**src/rtl/qtcore_scan_responder_pkg.sv**
```systemverilog
// Shared definitions for the qtcore scan responder: FSM states, chain geometry,
// CPU field offsets within the capture image and the default unlock key.
package qtcore_scan_responder_pkg;

    localparam int          CHAIN_W_DEF = 160;
    localparam int          KEY_W_DEF   = 16;
    localparam logic [15:0] KEY_DEF     = 16'hBFF9;

    localparam int OFS_STATE = 0;
    localparam int OFS_PC    = 3;
    localparam int OFS_IR    = 8;
    localparam int OFS_ACC   = 16;
    localparam int OFS_MEM   = 24;
    localparam int MEM_BYTES = 15;

    typedef enum logic [1:0] {
        IDLE   = 2'd0,
        SHIFT  = 2'd1,
        COMMIT = 2'd2
    } state_t;

    // MSB position of memory/IO byte n inside the capture image.
    function automatic int mem_msb(input int n);
        return OFS_MEM + 7 + 8 * n;
    endfunction

endpackage

```
**src/rtl/qtcore_scan_responder_if.sv**
```systemverilog
// Serial scan pins between the host (master) and the chip-side responder (slave).
interface qtcore_scan_responder_if;
    logic scan_en;
    logic scan_in;
    logic scan_out;

    modport master (output scan_en, output scan_in, input scan_out);
    modport slave  (input scan_en, input scan_in, output scan_out);
endinterface

```
**src/rtl/qtcore_scan_bitcounter.sv**
```systemverilog
// Session bit counter: loads 1 on the capture cycle, then counts shifted bits,
// saturating one past the chain length so long sessions can never alias to a full one.
module qtcore_scan_bitcounter #(
    parameter int CHAIN_W = 160
) (
    input  logic clk,
    input  logic rst,
    input  logic start,
    input  logic inc,
    output logic at_full
);
    localparam int CNT_W = $clog2(CHAIN_W + 2);
    localparam logic [CNT_W-1:0] SAT  = CNT_W'(CHAIN_W + 1);
    localparam logic [CNT_W-1:0] FULL = CNT_W'(CHAIN_W);

    logic [CNT_W-1:0] count;

    always_ff @(posedge clk or posedge rst) begin
        if (rst) begin
            count <= '0;
        end else if (start) begin
            count <= CNT_W'(1);
        end else if (inc && count != SAT) begin
            count <= count + CNT_W'(1);
        end
    end

    assign at_full = (count == FULL);

endmodule

```
**src/rtl/qtcore_scan_responder.sv**
```systemverilog
// Chip-side scan responder: captures the processor image, shifts it out while the
// host shifts a new one in, and commits it only when the embedded unlock key matches.
module qtcore_scan_responder
    import qtcore_scan_responder_pkg::*;
#(
    parameter int               CHAIN_W = CHAIN_W_DEF,
    parameter int               KEY_W   = KEY_W_DEF,
    parameter logic [KEY_W-1:0] KEY     = KEY_W'(KEY_DEF)
) (
    input  logic                       clk,
    input  logic                       rst,
    qtcore_scan_responder_if.slave     scan,
    input  logic                       halt_in,
    input  logic [CHAIN_W-KEY_W-1:0]   cap_data,
    output logic [CHAIN_W-KEY_W-1:0]   upd_data,
    output logic                       upd_valid,
    output logic                       unlocked,
    output logic                       err_len,
    output logic                       err_key,
    output logic                       busy
);
    // state   | meaning
    // IDLE    | no session; scan_out mirrors halt_in
    // SHIFT   | one bit in/out per clock while scan_en is high
    // COMMIT  | single cycle: check length and key, load or flag error

    localparam int DATA_W = CHAIN_W - KEY_W;

    state_t state_q, state_d;
    logic [CHAIN_W-1:0] sr;
    logic [CHAIN_W-1:0] cap_image;
    logic start, shift, at_full, key_ok;

    // Key field is padded with zeros so the key can never be read back.
    assign cap_image = {{KEY_W{1'b0}}, cap_data};
    assign key_ok    = (sr[CHAIN_W-1 -: KEY_W] == KEY);

    qtcore_scan_bitcounter #(.CHAIN_W(CHAIN_W)) u_bitcounter (
        .clk     (clk),
        .rst     (rst),
        .start   (start),
        .inc     (shift),
        .at_full (at_full)
    );

    always_ff @(posedge clk or posedge rst) begin
        if (rst) begin
            state_q <= IDLE;
        end else begin
            state_q <= state_d;
        end
    end

    always_comb begin
        state_d   = state_q;
        start     = 1'b0;
        shift     = 1'b0;
        upd_valid = 1'b0;
        unique case (state_q)
            IDLE: begin
                if (scan.scan_en) begin
                    start   = 1'b1;
                    state_d = SHIFT;
                end
            end
            SHIFT: begin
                if (scan.scan_en) begin
                    shift = 1'b1;
                end else begin
                    state_d = COMMIT;
                end
            end
            COMMIT: begin
                upd_valid = at_full && key_ok;
                state_d   = IDLE;
            end
            default: state_d = IDLE;
        endcase
    end

    // Capture and first shift share a cycle, so the host sees no dead clock.
    always_ff @(posedge clk or posedge rst) begin
        if (rst) begin
            sr <= '0;
        end else if (start) begin
            sr <= {cap_image[CHAIN_W-2:0], scan.scan_in};
        end else if (shift) begin
            sr <= {sr[CHAIN_W-2:0], scan.scan_in};
        end
    end

    always_ff @(posedge clk or posedge rst) begin
        if (rst) begin
            upd_data <= '0;
            unlocked <= 1'b0;
            err_len  <= 1'b0;
            err_key  <= 1'b0;
        end else if (state_q == COMMIT) begin
            if (!at_full) begin
                err_len <= 1'b1;
            end else if (key_ok) begin
                upd_data <= sr[DATA_W-1:0];
                unlocked <= 1'b1;
            end else begin
                err_key  <= 1'b1;
                unlocked <= 1'b0;
            end
        end
    end

    always_comb begin
        scan.scan_out = halt_in;
        unique case (state_q)
            IDLE:    scan.scan_out = scan.scan_en ? cap_image[CHAIN_W-1] : halt_in;
            SHIFT:   scan.scan_out = sr[CHAIN_W-1];
            default: scan.scan_out = halt_in;
        endcase
    end

    assign busy = (state_q != IDLE);

endmodule

```
**src/flat_wrapper.sv**
```systemverilog
// flat-port wrapper written by rule: the top's interface ports become plain ports
module qtcore_scan_responder_flat import qtcore_scan_responder_pkg::*;
#(
    parameter int               CHAIN_W = CHAIN_W_DEF,
    parameter int               KEY_W   = KEY_W_DEF,
    parameter logic [KEY_W-1:0] KEY     = KEY_W'(KEY_DEF)
)
  (clk, rst, halt_in, cap_data, upd_data, upd_valid, unlocked, err_len, err_key, busy, scan_scan_en, scan_scan_in, scan_scan_out);
  qtcore_scan_responder_if scan_i ();
  input  logic clk;
  input  logic rst;
  input  logic halt_in;
  input  logic [CHAIN_W-KEY_W-1:0] cap_data;
  output logic [CHAIN_W-KEY_W-1:0] upd_data;
  output logic upd_valid;
  output logic unlocked;
  output logic err_len;
  output logic err_key;
  output logic busy;
  input wire logic [$bits(scan_i.scan_en)-1:0] scan_scan_en;
  input wire logic [$bits(scan_i.scan_in)-1:0] scan_scan_in;
  output wire logic [$bits(scan_i.scan_out)-1:0] scan_scan_out;
  assign scan_i.scan_en = scan_scan_en;
  assign scan_i.scan_in = scan_scan_in;
  assign scan_scan_out = scan_i.scan_out;
  qtcore_scan_responder #(.CHAIN_W(CHAIN_W), .KEY_W(KEY_W), .KEY(KEY)) u_core (.clk(clk), .rst(rst), .scan(scan_i), .halt_in(halt_in), .cap_data(cap_data), .upd_data(upd_data), .upd_valid(upd_valid), .unlocked(unlocked), .err_len(err_len), .err_key(err_key), .busy(busy));
endmodule
```
**config.mk**
```make
export PLATFORM = sky130hd
export DESIGN_NAME = qtcore_scan_responder_flat
export DESIGN_NICKNAME = d
export VERILOG_FILES = /design/src/rtl/qtcore_scan_responder_pkg.sv /design/src/rtl/qtcore_scan_responder_if.sv /design/src/rtl/qtcore_scan_bitcounter.sv /design/src/rtl/qtcore_scan_responder.sv /design/src/flat_wrapper.sv
export SDC_FILE = /design/constraint.sdc
export NUM_CORES = 1
export LEC_CHECK = 0
export CORE_MARGIN = 10
export CORE_UTILIZATION = 30
export CTS_BUF_LIST = sky130_fd_sc_hd__clkbuf_4 sky130_fd_sc_hd__clkbuf_8
export CTS_CLUSTER_SIZE = 12
export DETAILED_ROUTE_END_ITERATION = 12
export SLEW_MARGIN = 15
export SYNTH_ARGS = -nofsm -noshare
export SYNTH_HDL_FRONTEND = slang
export SYNTH_HIERARCHICAL = 1
export SYNTH_SLANG_ARGS = --single-unit
```
**constraint.sdc**
```tcl
create_clock -name clk -period 8.6 [get_ports clk]
set_input_delay 0.86 -clock clk [delete_from_list [all_inputs] [get_ports clk]]
set_output_delay 0.86 -clock clk [all_outputs]
set_load 0.005 [all_outputs]
```
==> impl_results.md <==
* Setup CP Type: reg2out
* Mapped Avg Cell Area at ~13 um^2
* RD Place Congestion at 0.766
* Synth Instances at around 1000
* Worst VDD drop at ~120 uV
* Synth Flop Type: dfrtp_1
* Distinct cells, synth at 37
* Ys async rst share at between 90% and 100%
* Crit path max-delay cell type: dfrtp_4
* Register area share after synthesis at a little under three fifths
* Max stage delay on crit path at roughly 740 ps
* All-layer global routing usage at roughly 13%
* Synthesized Nets at between 1000 and 1500
* Number of antenna violations at the first check in global routing at 5
* Post-synth EDFFs at 0
* Post-DRT Antenna Nets at 0
* Max Freq at between 200 and 300 MHz
* H-tree Lvls at 2
* Hold crit path type: reg2reg
* Post-Route Setup TNS at 0 ps
* R2R Path Start: u_core/state_q[0]
* R2r setup slk at approximately 5300 ps
* Final Setup Violations at 0
* Wire per inst at ~18 um
* Cts hold-fix bufs at 0
* Hold worst-path end: u_core/err_len
* Slew Limit Fails at 0
* Vias at 8836
* CTS tree: built
* DPL Wire Length at around 24 mm
* Synth top area share at a little under three fifths
* Clock Latency Late Sink at between 600 and 700 ps
* Total power at ~3500 uW
* Post-CTS setup buffers at 0
* CTS Buf Count at 56
* Number of global-route vias before repair at just under 10000
* Layout cells sized above 1 at 18.8%
* WP data arrival at roughly 2900 ps
* P_leak at just under 0.009 uW
* Worst hold stages at 1
* Clock slew at reported path FFs at ~60 ps
* Synth warnings at 6
* Critical path cell sequence: buf_4, nor2_1, o21ai_0, nand2_1, clkdlybuf4s50_1
* # IOs at about 300
* Synth Cell Area at 13800 um^2
* Clk sinks at roughly 320
* Final hold violations at 0
* Core Rows at between 70 and 80
* Worst Skew at 10.0 ps
* Root buffer cell: clkbuf_8
* Worst setup SP type: flip-flop
* Routed vias/inst at between 4 and 5
* Die height at approximately 230 um
* RSZ-0062 raised after global routing: no
* FILL cells at 4350
* Initial Utilization at a little under a third
* DR iter-0 viols at between 400 and 500
* Number of gates resized after CTS at 0
* Synth-to-Final Area Change at 32.5%
* Worst-margin pin slew at 1100 ps
* Capturing element type of the critical path: primary output
* Die area at around 55000 um^2
* Number of nets in the layout at 1495
* Status: finished clean
* Drt first pass iters at 4
* Port-buffer cells at approximately 300
* First-pass GRT wire length at 57.1 mm
* Final min period at 3750 ps
* Pwr/cell area at 191 nW/um^2
* HP Start: u_core/err_len
* Slew HR at 26.4%
* Worst-case clock buffer depth at 3
* Final WL at between 30 and 40 mm
* Area leader, netlist: dfrtp_1
* Period utilisation layout at 43.6%
* R2R cell count at 5
* R2r endpoint: u_core/upd_data[59]
* Worst-path fanout max at 45
* Die width at around 230 um
* GR Overflow Total at 0
* Leading post-synthesis cells by cell area: dfrtp_1 57%, mux2_4 15%, mux2i_1 11%
* Max Cap Viol at 0
* Drt drc at 0
* CP required at roughly 7700 ps
* Seq cells post-synth at about 320
* Floorplan core area at between 40000 and 50000 um^2
* Pin count of the biggest net entering global routing at roughly 180
placed cells by master, fill, tap and decap left out, types with 2 or more instances in the layout:
| cell type | n |
|---|---|
| dfrtp_1 | 316 |
| clkdlybuf4s50_1 | 298 |
| nand2_1 | 155 |
| o21ai_0 | 148 |
| mux2i_1 | 146 |
| mux2_4 | 138 |
| clkbuf_8 | 69 |
| clkbuf_4 | 18 |
| a22o_1 | 15 |
| buf_4 | 10 |
| inv_1 | 7 |
| nor2_1 | 7 |
| mux2_2 | 6 |
| clkinv_2 | 5 |
| nand4_1 | 5 |
| a21oi_1 | 4 |
| or3_1 | 3 |
| ha_1 | 3 |
| clkinvlp_4 | 2 |
| nand2b_1 | 2 |
| xor2_1 | 2 |
where the power goes:
part           switching, uW  internal, uW
clock                    628           828
sequential               108          1610
combinational            166           167
total                    902          2610
critical path: cells and delay by family, from the launching register on:
family / cells / cell delay, ps
simple gates: 2 / 190
buf+inv: 2 / 1150
flops: 1 / 740
compound gates: 1 / 180
routing by layer:
layer  track usage, %  share of wire [%]  vias up
met4             4.68                2.3        6
met5                0               0.11        -
met1             16.4                 46     4305
li1                 -                  -     4246
met2             19.6                 46      223
met3             3.95                6.2       56
cell families after synthesis:
| group | synth area share, % |
|---|---|
| flops | 57.3 |
| mux | 26.0 |
| simple gates | 5.68 |
| compound gates | 6.71 |
| buf+inv | 3.93 |
| fa+ha+maj | 0.271 |
| xor+xnor | 0.127 |
area by class of cell:
cell class	count	area [um^2]	share of cell area, %
diodes	1	2.50	0.0136
clock buffers	87	1080	5.91
clock inverters	9	82.6	0.450
inverters	8	33.8	0.184
multi-input cells	651	5390	29.4
flip-flops and latches	317	7940	43.2
well taps	600	751	4.09
repair buffers	309	3080	16.8
worst max-delay path by stage:
stage | from | to | slack [ps] | cells past startpoint
finish | u_core/state_q[0] | scan_scan_out | 4850 | 5
global route | u_core/state_q[0] | scan_scan_out | 4660 | 5
CTS | u_core/state_q[0] | scan_scan_out | 4760 | 5
detailed placement | scan_scan_en | u_core/sr[12] | 5050 | 4
global placement | scan_scan_en | u_core/sr[62] | 5140 | 4
floorplan | rst | u_core/err_key | 3630 | 1
stage by stage:
step           std cells  worst slack, ps  hold WS, ps  area (um^2)  utilization, %
6_report            1982             4850          467        18400            40.4
5_1_grt             1982             4660          493        18400            40.4
4_1_cts             1981             4760          474        18400            40.4
3_5_place_dp        1885             5050          461        17200            37.8
3_3_place_gp        1885             5140          449        17200            37.8
2_1_floorplan       1046             3630          451        13900               -
cells in the mapped netlist, types with 4 or more instances:
master,instances
dfrtp_1,317
nand2_1,155
o21ai_0,148
mux2i_1,146
mux2_4,138
buf_2,27
clkbuf_1,22
a22o_1,15
buf_12,10
inv_1,8
nor2_1,7
buf_6,6
mux2_2,6
nand4_1,5
a21oi_1,4
buf_1,4
registers in the layout (all words and copies together) (netlist names):
register                   flops
u_core/u_bitcounter/count      8
u_core/err_key                 1
u_core/upd_data              144
u_core/sr                    160
u_core/state_q                 2
u_core/err_len                 1
u_core/unlocked                1
No activity file was read; power rests on OpenSTA's default activity.
